File: src/rtl/gmii_pkg.sv
// Shared GMII receive/transmit definitions: framing octets, CRC32 constants,
// trailer offsets, parser state encoding and the per-frame summary record.
package gmii_pkg;

  localparam logic [7:0]  GMII_PREAMBLE = 8'h55;
  localparam logic [7:0]  GMII_SFD      = 8'hD5;
  localparam logic [2:0]  PRE_MAX       = 3'd7;

  localparam logic [31:0] CRC32_POLY    = 32'h04C1_1DB7;
  localparam logic [31:0] CRC32_INIT    = 32'hFFFF_FFFF;
  localparam logic [31:0] CRC32_RESIDUE = 32'hC704_DD7B;

  // Trailer field offsets, counted in octets back from the end of the frame.
  localparam int SEQ_OFF     = 22;
  localparam int TS_SEC_OFF  = 14;
  localparam int TS_NSEC_OFF = 8;
  localparam int FCS_LEN     = 4;

  typedef enum logic [1:0] {
    ST_IDLE,
    ST_PRE,
    ST_DATA,
    ST_DROP
  } rx_state_e;

  typedef struct packed {
    logic [15:0] len;
    logic        crc_ok;
    logic        err;
    logic        runt;
    logic        oversize;
    logic        trailer_ok;
    logic [63:0] seq;
    logic [47:0] tx_sec;
    logic [29:0] tx_nsec;
    logic [47:0] rx_sec;
    logic [29:0] rx_nsec;
  } frame_rec_t;

  function automatic logic [31:0] bit_reverse32(input logic [31:0] v);
    logic [31:0] r;
    for (int i = 0; i < 32; i++) r[i] = v[31-i];
    return r;
  endfunction

  // The datapath shifts LSB-first, so it works with the reflected polynomial.
  localparam logic [31:0] CRC32_POLY_REFL = bit_reverse32(CRC32_POLY);

endpackage

File: src/rtl/crc32_gmii_byte.sv
// Combinational one-octet step of the reflected Ethernet CRC32.
// Shared by the receive FCS check and the generator's FCS insertion.
module crc32_gmii_byte
  import gmii_pkg::*;
(
  input  logic [31:0] crc_i,
  input  logic [7:0]  data_i,
  output logic [31:0] crc_o
);

  logic [31:0] c;

  // NOTE: blocking assignments here are intentional; each loop pass must see
  // the value produced by the previous pass within the same evaluation.
  always_comb begin
    c = crc_i ^ {24'd0, data_i};
    for (int i = 0; i < 8; i++) begin
      c = c[0] ? ((c >> 1) ^ CRC32_POLY_REFL) : (c >> 1);
    end
    crc_o = c;
  end

endmodule

File: src/rtl/gmii_rx_frame_parser.sv
// GMII receive front end: preamble/SFD strip, FCS check, trailer extraction,
// arrival timestamp and idle-octet reporting, one summary record per frame.
module gmii_rx_frame_parser
  import gmii_pkg::*;
#(
  parameter int MAX_FRAME   = 1518,
  parameter int MIN_FRAME   = 64,
  parameter int TRAILER_LEN = 22
) (
  input  logic        clk,
  input  logic        rst,
  input  logic [7:0]  gmii_d,
  input  logic        gmii_en,
  input  logic        gmii_er,
  input  logic [47:0] sec,
  input  logic [29:0] nsec,
  output logic        idle_octet,
  output logic        sof,
  output logic        frame_valid,
  output logic [15:0] frame_len,
  output logic        frame_crc_ok,
  output logic        frame_err,
  output logic        frame_runt,
  output logic        frame_oversize,
  output logic        frame_trailer_ok,
  output logic [63:0] frame_seq,
  output logic [47:0] frame_tx_sec,
  output logic [29:0] frame_tx_nsec,
  output logic [47:0] frame_rx_sec,
  output logic [29:0] frame_rx_nsec
);

  localparam int          SR_W        = TRAILER_LEN * 8;
  localparam logic [15:0] MIN_LEN     = 16'(MIN_FRAME);
  localparam logic [15:0] MAX_LEN     = 16'(MAX_FRAME);
  localparam logic [15:0] TRAILER_MIN = 16'(TRAILER_LEN);

  rx_state_e   state_q;
  logic [2:0]  pre_cnt_q;
  logic [15:0] len_q;
  logic [31:0] crc_q;
  logic [31:0] crc_d;
  logic [SR_W-1:0] sr_q;
  logic        err_q;
  logic [47:0] rx_sec_q;
  logic [29:0] rx_nsec_q;
  logic        idle_q;
  logic        sof_q;
  logic        valid_q;
  frame_rec_t  rec_q;
  frame_rec_t  rec_d;

  crc32_gmii_byte u_crc (
    .crc_i  (crc_q),
    .data_i (gmii_d),
    .crc_o  (crc_d)
  );

  // NOTE: rec_d gets a full default first so no path through this block can
  // leave a field unassigned and infer a latch.
  always_comb begin
    rec_d            = '0;
    rec_d.len        = len_q;
    // Residue constant is written MSB-first; the register is held reflected.
    rec_d.crc_ok     = (bit_reverse32(crc_q) == CRC32_RESIDUE);
    rec_d.err        = err_q;
    rec_d.runt       = (len_q < MIN_LEN);
    rec_d.oversize   = (len_q > MAX_LEN);
    rec_d.trailer_ok = (len_q >= TRAILER_MIN);
    rec_d.rx_sec     = rx_sec_q;
    rec_d.rx_nsec    = rx_nsec_q;
    if (rec_d.trailer_ok) begin
      rec_d.seq     = sr_q[SEQ_OFF*8-1     -: 64];
      rec_d.tx_sec  = sr_q[TS_SEC_OFF*8-1  -: 48];
      rec_d.tx_nsec = sr_q[TS_NSEC_OFF*8-3 -: 30];
    end
  end

  // NOTE: every register, the shift register included, is cleared by the
  // synchronous reset so a frame cut short by reset leaves nothing behind.
  always_ff @(posedge clk) begin
    if (rst) begin
      state_q   <= ST_IDLE;
      pre_cnt_q <= '0;
      len_q     <= '0;
      crc_q     <= '0;
      sr_q      <= '0;
      err_q     <= 1'b0;
      rx_sec_q  <= '0;
      rx_nsec_q <= '0;
      idle_q    <= 1'b0;
      sof_q     <= 1'b0;
      valid_q   <= 1'b0;
      rec_q     <= '0;
    end else begin
      idle_q  <= ~gmii_en;
      sof_q   <= 1'b0;
      valid_q <= 1'b0;
      unique case (state_q)
        ST_IDLE: begin
          if (gmii_en) begin
            if (gmii_d == GMII_PREAMBLE) begin
              state_q   <= ST_PRE;
              pre_cnt_q <= 3'd1;
            end else begin
              state_q <= ST_DROP;
            end
          end
        end
        ST_PRE: begin
          if (!gmii_en) begin
            state_q <= ST_IDLE;
          end else if (gmii_d == GMII_PREAMBLE) begin
            if (pre_cnt_q == PRE_MAX) state_q <= ST_DROP;
            else                      pre_cnt_q <= pre_cnt_q + 3'd1;
          end else if (gmii_d == GMII_SFD) begin
            state_q   <= ST_DATA;
            sof_q     <= 1'b1;
            rx_sec_q  <= sec;
            rx_nsec_q <= nsec;
            crc_q     <= CRC32_INIT;
            len_q     <= '0;
            err_q     <= 1'b0;
          end else begin
            state_q <= ST_DROP;
          end
        end
        ST_DATA: begin
          if (gmii_en) begin
            sr_q  <= {sr_q[SR_W-9:0], gmii_d};
            crc_q <= crc_d;
            if (len_q != '1) len_q <= len_q + 16'd1;
            if (gmii_er)     err_q <= 1'b1;
          end else begin
            state_q <= ST_IDLE;
            valid_q <= 1'b1;
            rec_q   <= rec_d;
          end
        end
        ST_DROP: begin
          if (!gmii_en) state_q <= ST_IDLE;
        end
        default: state_q <= ST_IDLE;
      endcase
    end
  end

  assign idle_octet       = idle_q;
  assign sof              = sof_q;
  assign frame_valid      = valid_q;
  assign frame_len        = rec_q.len;
  assign frame_crc_ok     = rec_q.crc_ok;
  assign frame_err        = rec_q.err;
  assign frame_runt       = rec_q.runt;
  assign frame_oversize   = rec_q.oversize;
  assign frame_trailer_ok = rec_q.trailer_ok;
  assign frame_seq        = rec_q.seq;
  assign frame_tx_sec     = rec_q.tx_sec;
  assign frame_tx_nsec    = rec_q.tx_nsec;
  assign frame_rx_sec     = rec_q.rx_sec;
  assign frame_rx_nsec    = rec_q.rx_nsec;

endmodule

File: config.mk
export PLATFORM = sky130hd
export DESIGN_NAME = gmii_rx_frame_parser
export DESIGN_NICKNAME = d
export VERILOG_FILES = /design/src/rtl/gmii_pkg.sv /design/src/rtl/crc32_gmii_byte.sv /design/src/rtl/gmii_rx_frame_parser.sv
export SDC_FILE = /design/constraint.sdc
export NUM_CORES = 1
export LEC_CHECK = 0
export ABC_AREA = 1
export CAP_MARGIN = 20
export CORE_UTILIZATION = 50
export DETAILED_ROUTE_END_ITERATION = 8
export GPL_TIMING_DRIVEN = 0
export PLACE_DENSITY = 0.79
export RECOVER_POWER = 25
export SYNTH_ARGS = -nofsm -noshare
export SYNTH_HDL_FRONTEND = slang
export SYNTH_SLANG_ARGS = --single-unit
File: constraint.sdc
create_clock -name clk -period 2.1 [get_ports clk]
set_input_delay 0.525 -clock clk [delete_from_list [all_inputs] [get_ports clk]]
set_output_delay 0.525 -clock clk [all_outputs]
set_load 0.01 [all_outputs]
-- Word level (Yosys, flattened, before mapping)
Index checks and enable logic that the tools add are counted.
- bits in registers: 552
- logic and storage cells: 116
- output and inout port bits: 244
- add/subtract/negate cells: 2
- $lt $le $gt $ge: 3
- reductions and logical operators: 14
- equal/unequal tests: 20
- bitwise gates (word level): 13
- muxes and demuxes: 42
- operator list (cell ; number):
    $mux W32 ; 12
    $mux W142 ; 1
    $not A13 Y14 ; 8
    $mux W16 ; 5
    $pmux W32 S2 ; 1
    $eq A32 B32 Y1 const B ; 1
    $pmux W16 S2 ; 1
    $xor A32 B8 Y32 ; 1
    $ne A2 B2 Y1 const B ; 11
    $reduce_and A6 Y1 ; 3
    $add A16 B1 Y16 const B ; 1
    $ge A16 B5 Y1 const B ; 1
    $gt A16 B11 Y1 const B ; 1
    $lt A16 B7 Y1 const B ; 1
    $ne A16 B16 Y1 const B ; 1
    $mux W3 ; 5
    $mux W2 ; 6
    $eq A8 B7 Y1 const B ; 1
    $eq A8 B8 Y1 const B ; 1
    $mux W1 ; 8
    $pmux W2 S3 ; 1
    $pmux W3 S2 ; 1
    $reduce_and A5 Y1 ; 1
    $eq A2 B2 Y1 const B ; 2
    13 further kinds ; 19

-- Depth between registers and ports, before layout
- word-level depth: 19
- mapped depth: 13

-- Modules after synthesis
Synthesis repeated with hierarchy kept, for this count alone.
- cells, all modules: 2803
- area total of the unflattened synthesis: 20990.1 um^2
- modules (own cells, without submodules) (module ; times used ; area each (um^2) ; cells each ; seq. area each (um^2)):
    gmii_rx_frame_parser ; 1 ; 19616.3 ; 2546 ; 11050.6
    crc32_gmii_byte ; 1 ; 1373.8 ; 257 ; 0.0

-- Least setup slack after synthesis
No wires, ideal clock.
- path type: input to register
- from: input port gmii_d[0]
- to: register crc_q[22]
- library setup time: 0.115 ns
- stages: 13
- arrival: 1.584 ns
- path slack: 0.400 ns
- buffers on the path: 1
- path through: inv_2 nand2_1 nand2_4 nand2_1 nand2_1 buf_4 nand2_1 nand2_1 inv_1 nand2_1 nand2_1 o21ai_0 inv_1
- word-level cells in the longest chain between the ends: 15
- elaborated cells on any way between the ends: 20
- ends and longest elaborated chain (item ; RTL line ; RTL):
    start, declared ; gmii_rx_frame_parser.sv:12 ; input logic [7:0] gmii_d,
    $xor A32 B8 Y32 ; crc32_gmii_byte.sv:16 ; c = crc_i ^ {24'd0, data_i};
    $mux W32 (2 in series) ; crc32_gmii_byte.sv:18 ; c = c[0] ? ((c >> 1) ^ CRC32_POLY_REFL) : (c >> 1);
    $not A13 Y14 (no source line) ; - ;
    $mux W32 ; crc32_gmii_byte.sv:18 ;
    $not A13 Y14 (no source line) ; - ;
    $mux W32 (2 in series) ; crc32_gmii_byte.sv:18 ;
    $not A13 Y14 (no source line) ; - ;
    $mux W32 ; crc32_gmii_byte.sv:18 ;
    $not A13 Y14 (no source line) ; - ;
    $mux W32 (2 in series) ; crc32_gmii_byte.sv:18 ;
    $mux W32 ; gmii_rx_frame_parser.sv:129 ; if (gmii_en) begin
    $pmux W32 S2 ; gmii_rx_frame_parser.sv:99 ; unique case (state_q)
    end signal, assigned ; gmii_rx_frame_parser.sv:131 ; crc_q <= crc_d;
    end, declared ; gmii_rx_frame_parser.sv:41 ; logic [31:0] crc_q;
Parallel ways exist; a longest one is shown, timed or not. The select of a mux whose other input is x is not followed.
A chain may end at the register's enable or synchronous reset.

-- Final worst setup path
- from: register rec_q (netlist bit frame_rx_sec[21])
- to: output port frame_rx_sec[21]
- RTL lines (item ; RTL line ; RTL):
    start, declared ; gmii_rx_frame_parser.sv:50 ; frame_rec_t rec_q;
    start signal, assigned ; gmii_rx_frame_parser.sv:137 ; rec_q <= rec_d;
    end, declared ; gmii_rx_frame_parser.sv:29 ; output logic [47:0] frame_rx_sec,
No word-level cell between the ends.

==> summary.txt <==
Ys async rst share: 0
Final period util: 0.987
Antenna violations before repair: 0
Fin util: 0.656
Slew HR: 0.375
CTS H-tree depth: 2
DP HPWL: 42000 um
Drt total wl: 58600 um
Fin crit period: 2070 ps
Largest cells by area after synthesis: dfxtp_1 (54%), nand2_1 (11%), nor2_1 (7.6%)
Data arrival, critical path: 1550 ps
CP max-delay cell: clkdlybuf4s50_1
First-pass GRT wire length: 92800 um
Critical path cell sequence: clkdlybuf4s50_1
Io pins: 334
Post-route ant nets: 0
Max-cap viol count: 0
Worst-path fanout max: 2
Synthesized Nets: 2652
Switching Share: 0.277
Yosys top cell by area: dfxtp_1
Antenna diode count: 0
Syn Inst Count: 2559
Vias in the first global route: 18100
Synth Cell Area: 20400 um2
Psw: 0.00681 W
Hold Path Class: primary input to flip-flop
Power density over the cells: 940 nW/um2
Synth cell types: 45
TritonRoute pass-1 iters: 5
Routed WL per cell: 16.7 um
Sequential-to-total area share from yosys stat: 0.543
Largest stage delay on the critical path: 610 ps
Synth top area share: 0.543
GPL Wtd Cong: 0.928
CTS tree: built
Die height: 204 um
Kind of end point of the critical path: output pin
Internal Power: 0.0178 W
# rows: 73
Crit path kind: flip-flop to output pin
Clock Path Buffers: 3
Die X: 204 um
Combinational power share: 0.141
Dpl ws: -804 ps
Nets@finish: 3047
P_leak: 10.3 nW
Final setup skew: 12.6 ps
Final setup fails: 0
Clock Sinks: 552
Clk pwr share: 0.388
Delay-heaviest family, CP: buffers and inverters
Setup slack after layout: 28.1 ps
Design area: 26200 um2
Syn_area_per_cell: 7.95 um2
Die ar.: 41500 um2
Skew-Pair Late Insertion Delay: 590 ps
Worst slew pin tran: 938 ps
GRT Residual Overflow: 0
Yosys warns: 0
CP Launch Type: flip-flop
Fill cells: 3290
Max Fclk: 483 MHz
Iter 0 DRT Violations: 1285
Fin. Hold Viols: 0
GRT Resource Usage Total: 0.278
# port buffers: 332
Top FF cell, synth: dfxtp_1
Pin count of the biggest net entering global routing: 15
Reg power frac: 0.471
Layout cells sized above 1: 0.0709
Layout area overhead: 28.6%
Area of placed instances: 24300 um2
Worst path required time: 1570 ps
Initial core utilization: 0.510
DRC Markers: 0
DR vias/cell: 5.29
Clock slew at reported path FFs: 60 ps
Maximum vdd drop: 690 uV
Root buffer cell: clkbuf_16
Outcome: complete, no violations
Vias: 18600
Number of synthesized flops with an enable pin: 0
Inserted Clock Buffers: 55
Fin. max-slew vios: 0
CP Buf/Inv Count: 1
Register bit count reported by yosys: 552
RSZ-0062 raised after global routing: true
Core area: 39900 um2
[cells by family (layout without fill, tap and decap cells)]
kind of cell	count (synthesis)	in the layout	synth area share
flip-flops	552	552	0.543
AND/OR/NAND/NOR	1100	1100	0.212
AO/OA/AOI/OAI	601	601	0.165
XOR/XNOR	52	52	0.0259
buffers and inverters	251	684	0.0521
adder cells (fa/ha/maj)	3	3	0.00184
[timing repair]
item                                    4_1_cts  5_1_grt
pin swaps                                     1        1
setup buffers                                 3        4
endpoints found under the setup margin      170      182
hold buffers                                  0        0
gates resized for setup                       9       49
[registers in the layout, summed over array words and instances (netlist names), 30 cells and up]
register and count:
crc_q 32, frame_seq 64, rx_nsec_q 30, rx_sec_q 48, frame_rx_nsec 30, frame_rx_sec 48, frame_tx_nsec 30, frame_tx_sec 48
sr_q 176
[metrics by stage]
step           hold slack [ps]  power, W  instances  TNS, ps
6_report                   407    0.0246       3517        0
5_1_grt                    419    0.0256       3517     -126
4_1_cts                    461    0.0247       3514        0
3_5_place_dp               452    0.0152       3416  -248190
3_3_place_gp               442    0.0151       3416  -237490
2_1_floorplan              433    0.0140       2559        0
[cell type report]
class                   count  area, um2  share of cell area
well taps                 525        657              0.0251
clock buffers              73       1510              0.0578
flip-flops and latches    552      11100               0.422
repair buffers            339       3380               0.129
plain buffers             170        792              0.0303
inverters                  80        303              0.0116
multi-input cells        1756       8250               0.315
clock inverters            22        223             0.00851
[cells in the mapped netlist (2+ instances only)]
cell      instances
a22o_1           78
a21oi_1         286
inv_2             9
xnor2_4           2
a211oi_1          6
nand2_2           9
xnor2_1          13
ha_1              3
buf_2            52
o211ai_1          2
clkbuf_1        103
xor2_1           34
clkinv_1          2
or2_2             2
nand3_1          43
nor3_1            8
a31oi_1           3
nor4_1            4
xor2_2            2
dfxtp_1         552
buf_4            10
buf_1             4
nor2_1          411
nand2_1         605
buf_6             2
inv_1            69
nand4_1           9
o21ai_0         219
[layout by cell type (no fill, tap or decap), types with 17 or more instances in the layout]
cell               n
buf_4             17
clkbuf_16         55
buf_2             50
nand3_1           43
inv_1             68
a21oi_1          286
xor2_1            34
dfxtp_1          551
clkdlybuf4s50_1  323
nand2_1          605
a22o_1            78
nor2_1           411
clkbuf_2          19
clkbuf_1          95
o21ai_0          219
[power groups by stage]
stage	Sequential, W	Combinational [W]	Clock, W
6_report	0.0116	0.00347	0.00955
4_1_cts	0.0116	0.00340	0.00968
2_1_floorplan	0.0116	0.00238	0
5_1_grt	0.0116	0.00386	0.0101
3_3_place_gp	0.0118	0.00331	0
3_5_place_dp	0.0118	0.00338	0
[metal layers]
layer / vias up / part of all wire / GRT usage
met1: 8676 / 0.42 / 0.345
met4: 0 / 0.033 / 0.106
met2: 679 / 0.47 / 0.471
met5: - / 0 / 0
li1: 9130 / - / -
met3: 109 / 0.078 / 0.0604
[final timing paths]
path                      from                 to  slack (ps)  cells past startpoint
max           frame_rx_sec[21]   frame_rx_sec[21]          30                      1
min                  gmii_d[1]            sr_q[1]         410                      3
max reg2reg         state_q[1]          frame_err          80                      7
min reg2reg  frame_tx_nsec[29]  frame_tx_nsec[29]         460                      2
Power figures use the tool's default switching activity.
